File: config.mk
export PLATFORM = sky130hd
export DESIGN_NAME = tone_sequencer
export DESIGN_NICKNAME = d
export VERILOG_FILES = /design/src/rtl/tone_pkg.sv /design/src/rtl/note_fifo.sv /design/src/rtl/tone_sequencer.sv
export SDC_FILE = /design/constraint.sdc
export NUM_CORES = 1
export LEC_CHECK = 0
export BUFFER_PORTS_ARGS = -buffer_cell sky130_fd_sc_hd__buf_2
export CAP_MARGIN = 20
export CORE_MARGIN = 5
export CORE_UTILIZATION = 35
export CTS_CLUSTER_DIAMETER = 200
export DETAILED_ROUTE_END_ITERATION = 6
export SLEW_MARGIN = 20
export SYNTH_ARGS = -nofsm -noshare
export SYNTH_HDL_FRONTEND = slang
export SYNTH_SLANG_ARGS = --single-unit
File: constraint.sdc
create_clock -name CLOCK_50 -period 6.6 [get_ports CLOCK_50]
set_input_delay 1.32 -clock CLOCK_50 [delete_from_list [all_inputs] [get_ports CLOCK_50]]
set_output_delay 1.32 -clock CLOCK_50 [all_outputs]
set_load 0.01 [all_outputs]
File: src/rtl/tone_pkg.sv
// Shared encodings and types for the tone sequencer.
package tone_pkg;

    localparam int unsigned LANE_W     = 2;
    localparam int unsigned HALF_W     = 7;
    localparam int unsigned NOTE_DUR_W = 16;

    localparam logic [LANE_W-1:0] LANE_F4   = 2'd0;
    localparam logic [LANE_W-1:0] LANE_G4   = 2'd1;
    localparam logic [LANE_W-1:0] LANE_B4   = 2'd2;
    localparam logic [LANE_W-1:0] LANE_REST = 2'd3;

    // Half-period minus one, in audio samples (48 kHz sample rate).
    localparam logic [HALF_W-1:0] HALF_F4 = 7'd68;
    localparam logic [HALF_W-1:0] HALF_G4 = 7'd61;
    localparam logic [HALF_W-1:0] HALF_B4 = 7'd48;

    typedef enum logic [1:0] {
        ST_IDLE = 2'd0,
        ST_LOAD = 2'd1,
        ST_PLAY = 2'd2,
        ST_GAP  = 2'd3
    } state_e;

    // Note event at the default duration width.
    typedef struct packed {
        logic [LANE_W-1:0]     lane;
        logic [NOTE_DUR_W-1:0] dur;
    } note_t;

    // Half-period limit for a lane; rests never toggle so their value is unused.
    function automatic logic [HALF_W-1:0] half_lim_of(input logic [LANE_W-1:0] lane);
        logic [HALF_W-1:0] lim;
        case (lane)
            LANE_F4: lim = HALF_F4;
            LANE_G4: lim = HALF_G4;
            LANE_B4: lim = HALF_B4;
            default: lim = '0;
        endcase
        return lim;
    endfunction

endpackage

File: src/rtl/note_fifo.sv
// Small pointer+count FIFO holding queued note events.
module note_fifo #(
    parameter  int unsigned DEPTH = 4,
    parameter  int unsigned W     = 18,
    localparam int unsigned PTR_W = (DEPTH > 1) ? $clog2(DEPTH) : 1,
    localparam int unsigned CNT_W = $clog2(DEPTH + 1)
) (
    input  logic             clk,
    input  logic             rst_n,
    input  logic             clr,
    input  logic             push,
    input  logic             pop,
    input  logic [W-1:0]     wr_data,
    output logic [W-1:0]     rd_data_c,
    output logic [CNT_W-1:0] count_c,
    output logic             full_c,
    output logic             empty_c
);

    logic [W-1:0]     mem [DEPTH];
    logic [PTR_W-1:0] wr_ptr_q, wr_ptr_d;
    logic [PTR_W-1:0] rd_ptr_q, rd_ptr_d;
    logic [CNT_W-1:0] count_q, count_d;
    logic             do_push, do_pop;

    assign full_c    = (count_q == CNT_W'(DEPTH));
    assign empty_c   = (count_q == '0);
    assign count_c   = count_q;
    assign rd_data_c = mem[rd_ptr_q];

    // Pointer and occupancy update; a full FIFO refuses even with a concurrent pop.
    always_comb begin
        do_push  = push && !full_c && !clr;
        do_pop   = pop && !empty_c && !clr;
        wr_ptr_d = wr_ptr_q;
        rd_ptr_d = rd_ptr_q;
        count_d  = count_q;
        if (do_push) wr_ptr_d = wr_ptr_q + PTR_W'(1);
        if (do_pop)  rd_ptr_d = rd_ptr_q + PTR_W'(1);
        case ({do_push, do_pop})
            2'b10:   count_d = count_q + CNT_W'(1);
            2'b01:   count_d = count_q - CNT_W'(1);
            default: count_d = count_q;
        endcase
        if (clr) begin
            wr_ptr_d = '0;
            rd_ptr_d = '0;
            count_d  = '0;
        end
    end

    // Pointer and count registers.
    always_ff @(posedge clk or negedge rst_n) begin
        if (!rst_n) begin
            wr_ptr_q <= '0;
            rd_ptr_q <= '0;
            count_q  <= '0;
        end else begin
            wr_ptr_q <= wr_ptr_d;
            rd_ptr_q <= rd_ptr_d;
            count_q  <= count_d;
        end
    end

    // Storage array; contents are don't-care until written.
    always_ff @(posedge clk) begin
        if (do_push) mem[wr_ptr_q] <= wr_data;
    end

endmodule

File: src/rtl/tone_sequencer.sv
// Plays queued note events as square-wave samples into the audio write port.
module tone_sequencer
    import tone_pkg::*;
#(
    parameter int unsigned DEPTH = 4,
    parameter int unsigned DUR_W = 16,
    parameter int unsigned GAP   = 240,
    parameter logic [31:0] AMP   = 32'h7F000000
) (
    input  logic             CLOCK_50,
    input  logic             resetn,
    input  logic             flush,
    input  logic             note_valid,
    output logic             note_ready,
    input  logic [1:0]       note_lane,
    input  logic [DUR_W-1:0] note_dur,
    input  logic             audio_out_allowed,
    output logic             write_audio_out,
    output logic [31:0]      left_channel_audio_out,
    output logic [31:0]      right_channel_audio_out,
    output logic             busy
);

    localparam int unsigned      CNT_W    = $clog2(DEPTH + 1);
    localparam logic [DUR_W-1:0] GAP_INIT = DUR_W'(GAP);
    localparam logic [31:0]      NEG_AMP  = ~AMP + 32'd1;

    typedef struct packed {
        logic [LANE_W-1:0] lane;
        logic [DUR_W-1:0]  dur;
    } note_w_t;

    note_w_t          push_note, head;
    logic [CNT_W-1:0] fifo_count;
    logic             fifo_full, fifo_empty, fifo_push, fifo_pop;

    state_e            state_q, state_d;
    logic [HALF_W-1:0] half_cnt_q, half_cnt_d;
    logic [HALF_W-1:0] half_lim_q, half_lim_d;
    logic [LANE_W-1:0] lane_q, lane_d;
    logic              snd_q, snd_d;
    logic [DUR_W-1:0]  dur_cnt_q, dur_cnt_d;
    logic [DUR_W-1:0]  gap_cnt_q, gap_cnt_d;
    logic [31:0]       data_q, data_d;
    state_e            after_note;

    assign push_note  = '{lane: note_lane, dur: note_dur};
    assign note_ready = !fifo_full && !flush;
    assign fifo_push  = note_valid && note_ready;
    assign fifo_pop   = (state_q == ST_LOAD) && !flush;

    assign write_audio_out         = ((state_q == ST_PLAY) || (state_q == ST_GAP)) && audio_out_allowed;
    assign left_channel_audio_out  = data_q;
    assign right_channel_audio_out = data_q;
    assign busy                    = (state_q != ST_IDLE) || !fifo_empty;

    note_fifo #(
        .DEPTH (DEPTH),
        .W     (LANE_W + DUR_W)
    ) u_fifo (
        .clk       (CLOCK_50),
        .rst_n     (resetn),
        .clr       (flush),
        .push      (fifo_push),
        .pop       (fifo_pop),
        .wr_data   (push_note),
        .rd_data_c (head),
        .count_c   (fifo_count),
        .full_c    (fifo_full),
        .empty_c   (fifo_empty)
    );

    // Sequencing FSM, sample/pitch counters and next sample value.
    always_comb begin
        state_d    = state_q;
        half_cnt_d = half_cnt_q;
        half_lim_d = half_lim_q;
        lane_d     = lane_q;
        snd_d      = snd_q;
        dur_cnt_d  = dur_cnt_q;
        gap_cnt_d  = gap_cnt_q;
        // A queued note skips the IDLE cycle so consecutive notes sit one LOAD apart.
        after_note = fifo_empty ? ST_IDLE : ST_LOAD;

        case (state_q)
            ST_IDLE: begin
                if (!fifo_empty) state_d = ST_LOAD;
            end
            ST_LOAD: begin
                half_cnt_d = '0;
                snd_d      = 1'b0;
                dur_cnt_d  = head.dur;
                half_lim_d = half_lim_of(head.lane);
                lane_d     = head.lane;
                if (head.dur != '0) begin
                    state_d = ST_PLAY;
                end else if (GAP != 0) begin
                    state_d   = ST_GAP;
                    gap_cnt_d = GAP_INIT;
                end else begin
                    // The head being popped is still counted here.
                    state_d = (fifo_count > CNT_W'(1)) ? ST_LOAD : ST_IDLE;
                end
            end
            ST_PLAY: begin
                if (audio_out_allowed) begin
                    dur_cnt_d = dur_cnt_q - DUR_W'(1);
                    if (half_cnt_q == half_lim_q) begin
                        half_cnt_d = '0;
                        snd_d      = ~snd_q;
                    end else begin
                        half_cnt_d = half_cnt_q + HALF_W'(1);
                    end
                    if (dur_cnt_q == DUR_W'(1)) begin
                        if (GAP != 0) begin
                            state_d   = ST_GAP;
                            gap_cnt_d = GAP_INIT;
                        end else begin
                            state_d = after_note;
                        end
                    end
                end
            end
            ST_GAP: begin
                if (audio_out_allowed) begin
                    gap_cnt_d = gap_cnt_q - DUR_W'(1);
                    if (gap_cnt_q == DUR_W'(1)) state_d = after_note;
                end
            end
            default: state_d = ST_IDLE;
        endcase

        if (flush) begin
            state_d    = ST_IDLE;
            snd_d      = 1'b0;
            half_cnt_d = '0;
            dur_cnt_d  = '0;
            gap_cnt_d  = '0;
        end

        data_d = '0;
        if ((state_d == ST_PLAY) && (lane_d != LANE_REST)) data_d = snd_d ? AMP : NEG_AMP;
    end

    // State, counter and sample registers.
    always_ff @(posedge CLOCK_50 or negedge resetn) begin
        if (!resetn) begin
            state_q    <= ST_IDLE;
            half_cnt_q <= '0;
            half_lim_q <= '0;
            lane_q     <= '0;
            snd_q      <= 1'b0;
            dur_cnt_q  <= '0;
            gap_cnt_q  <= '0;
            data_q     <= '0;
        end else begin
            state_q    <= state_d;
            half_cnt_q <= half_cnt_d;
            half_lim_q <= half_lim_d;
            lane_q     <= lane_d;
            snd_q      <= snd_d;
            dur_cnt_q  <= dur_cnt_d;
            gap_cnt_q  <= gap_cnt_d;
            data_q     <= data_d;
        end
    end

endmodule

==> results_dict.tcl <==
set metrics [dict create \
    start_util_pct 35.4 \
    routed_wl_mm 13.2 \
    rows 50 \
    synth.area.top_cells "edfxtp_1, dfrtp_1, buf_4, mux4_2, o21ai_1" \
    fin_skew_ps 6.94 \
    ant_nets 0 \
    crit_family "adder cells" \
    die_h_um 147 \
    critical-path-slowest-cell "ha_1" \
    area_growth_pct 11.3 \
    grt_pass1_vias 4282 \
    max_freq_ghz 0.297 \
    die-area_um2 21700 \
    p_sw_share_pct 34.6 \
    firstDrtPassIters 7 \
    synth.top_cell.area_share_pct 32.7 \
    syn_inst 562 \
    synth_mux_area_share_pct 7.77 \
    synthTopCellsByCount "edfxtp_1, buf_4, dfrtp_1, o21ai_1, nor2_1" \
    crit_fanout 20 \
    cts_hold_buf 0 \
    synth.most_common_cell "edfxtp_1" \
    ys_seq_elements 130 \
    synth_xor_area_share_pct 1.46 \
    synth-seq-area-share_pct 54.7 \
    power_frac_seq_pct 37.7 \
    p_int_mw 1.79 \
    timing.final.crit_period_ps 3370 \
    seqCellArea_um2 3610 \
    gp_congestion 0.843 \
    fillCellCount 1741 \
    synth-adder-area-share_pct 3.52 \
    cp.arrival_ps 2050 \
    clkPwrFrac_pct 34.5 \
    avgRoutedWirePerCell_um 15.8 \
    multiInputGateArea_um2 2550 \
    critPathMaxStageDelay_ps 680 \
    antenna_found_initial 0 \
    cts_tree "yes" \
    via_per_inst 5.15 \
    cts_max_path_buffers 2 \
    die_w_um 147 \
    cp.buffers_inverters 2 \
    grt-ovfl-total 0 \
    post_cts_buffers 0 \
    post-dp-hpwl_mm 9.06 \
    finalHoldViolCount 0 \
    async_reset_ff_share_pct 44.6 \
    status "complete, no violations" \
    vias 4302 \
    maxCapViolations 0 \
    syn-cell-area_um2 6610 \
    slew_viol_final 0 \
    worst_pin_slew_ps 1010 \
    worst_setup_path_end_kind "output port" \
    setup_ws_ps 3230 \
    synth-edff-count 72 \
    synth_flop_cell "edfxtp_1" \
    crit_chain "inv_1, ha_1, o21a_1, buf_2" \
    p_comb_share_pct 27.8 \
    p_leak_nw 2.98 \
    cts-htree-levels 4 \
    worst_setup_path_start_kind "register" \
    clockRootBuffer "clkbuf_16" \
    relSlewSlack_pct 30.6 \
    yosys_warnings 0 \
    numCtsBuffers 17 \
    vdd_drop_max_mv 0.219 \
    rsz0062_at_grt "no" \
    clk_latency_ps 410 \
    tns_ps 0 \
    synth_cell_type_count 62 \
    grt_use_total_pct 12.6 \
    power.density_nw_per_um2 372 \
    avgSynthCellArea_um2 11.8 \
    coreArea_um2 18600 \
    fin_hold_ws_ps 512 \
    fin_nets 630 \
    antennaDiodeCount 0 \
    clk_pin_slew_ps 60 \
    cts_resized 0 \
    finalCritPeriodShare_pct 51.0 \
    power.switching_mw 0.946 \
    yosys.area.top_type "edfxtp_1" \
    setup_violations 0 \
    grt_pass1_wl_mm 21.8 \
    port_buffers 41 \
    initialDrtViolationCount 423 \
    layout-drive-gt1-share_pct 18.4 \
    hold_class "reg2reg" \
    synthSimpleGateAreaFrac_pct 11.4 \
    synth_compound_area_share_pct 11.6 \
    cts_sinks 130 \
    crit_type "reg2out" \
    synth_top_family_by_area "compound AO/OA/AOI/OAI gates" \
    drc 0 \
    grt_max_degree 59 \
    ios 90 \
    cp.required_ps 5280 \
    dpl_worst_slack_ps 2700 \
]
worst register-to-register path, delay by kind of cell (launching register included):
family,cells,cell delay (ps)
AO/OA/AOI/OAI,2,520
flip-flops,1,940
AND/OR/NAND/NOR,3,1150
multiplexers,1,460
layout make-up:
type                    instances  share of cell area [%]
flip-flops and latches        130                    49.2
multi-input cells             377                    34.7
clock buffers                  17                    5.79
well taps                     234                    3.98
repair buffers                 43                    3.00
clock inverters                15                    2.35
inverters                      20                    1.02
metal layers:
layer	vias to the layer above	GRT usage, %	wire (µm)
met5	-	0	0
met4	0	5.36	202
met2	164	20.6	6290
li1	2005	-	-
met3	16	3.03	793
met1	2117	16.0	5890
state kept, by name, indices dropped and copies added, names as in the netlist:
signal                  count
gap_cnt_q                  16
snd_q                       1
half_cnt_q                  7
half_lim_q                  4
left_channel_audio_out      3
u_fifo.mem                 72
u_fifo.count_c              3
dur_cnt_q                  16
u_fifo.wr_ptr_q             2
u_fifo.rd_ptr_q             2
lane_q                      2
state_q                     2
cell families after synthesis:
logic type | after synthesis
AND/OR/NAND/NOR | 148
adder cells (fa/ha/maj) | 18
AO/OA/AOI/OAI | 124
flip-flops | 130
multiplexers | 28
other | 1
buffers and inverters | 102
XOR/XNOR | 11
power by group through the flow:
stage	Combinational, mW	Clock [mW]	Sequential (mW)
after CTS	0.756	0.965	1.03
final	0.760	0.944	1.03
after floorplan	0.600	0	1.03
after detailed placement	0.752	0	1.05
after global routing	0.849	1.00	1.04
after global placement	0.740	0	1.04
per-stage QoR:
| stage | cells | utilization (%) | area (µm²) | power, mW |
|---|---|---|---|---|
| global placement | 804 | 36.2 | 6740 | 1.78 |
| finish | 836 | 39.4 | 7350 | 2.74 |
| detailed placement | 804 | 36.2 | 6740 | 1.80 |
| global route | 836 | 39.4 | 7350 | 2.90 |
| floorplan | 609 | - | 6780 | 1.63 |
| CTS | 836 | 39.4 | 7340 | 2.75 |
cell usage in the layout (no fill, tap or decap), types with 8 or more instances in the layout:
master	Yosys	final
a21oi_1	26	26
buf_2	3	41
clkbuf_16	0	17
conb_1	1	48
dfrtp_1	58	58
edfxtp_1	72	72
ha_1	17	17
inv_1	16	16
mux4_2	18	18
nand2_1	31	31
nand2b_1	8	8
nand3_1	9	9
nor2_1	35	35
nor3_1	15	15
nor4_1	11	10
o21ai_1	52	52
or3_1	8	8
path summary, 6_finish.rpt:
| path | cells past startpoint | slack [ps] | startpoint | to |
|---|---|---|---|---|
| worst max-delay path | 4 | 3230 | state_q[0] | write_audio_out |
| worst min-delay path | 1 | 510 | lane_q[1] | lane_q[1] |
| worst max register to register | 6 | 3420 | u_fifo.rd_ptr_q[1] | gap_cnt_q[15] |
| worst min register to register | 1 | 510 | lane_q[1] | lane_q[1] |
| max in group asynchronous | 2 | 5020 | resetn | gap_cnt_q[4] |
| min in group asynchronous | 2 | 1050 | resetn | u_fifo.rd_ptr_q[0] |
Power figures use the tool's default switching activity.
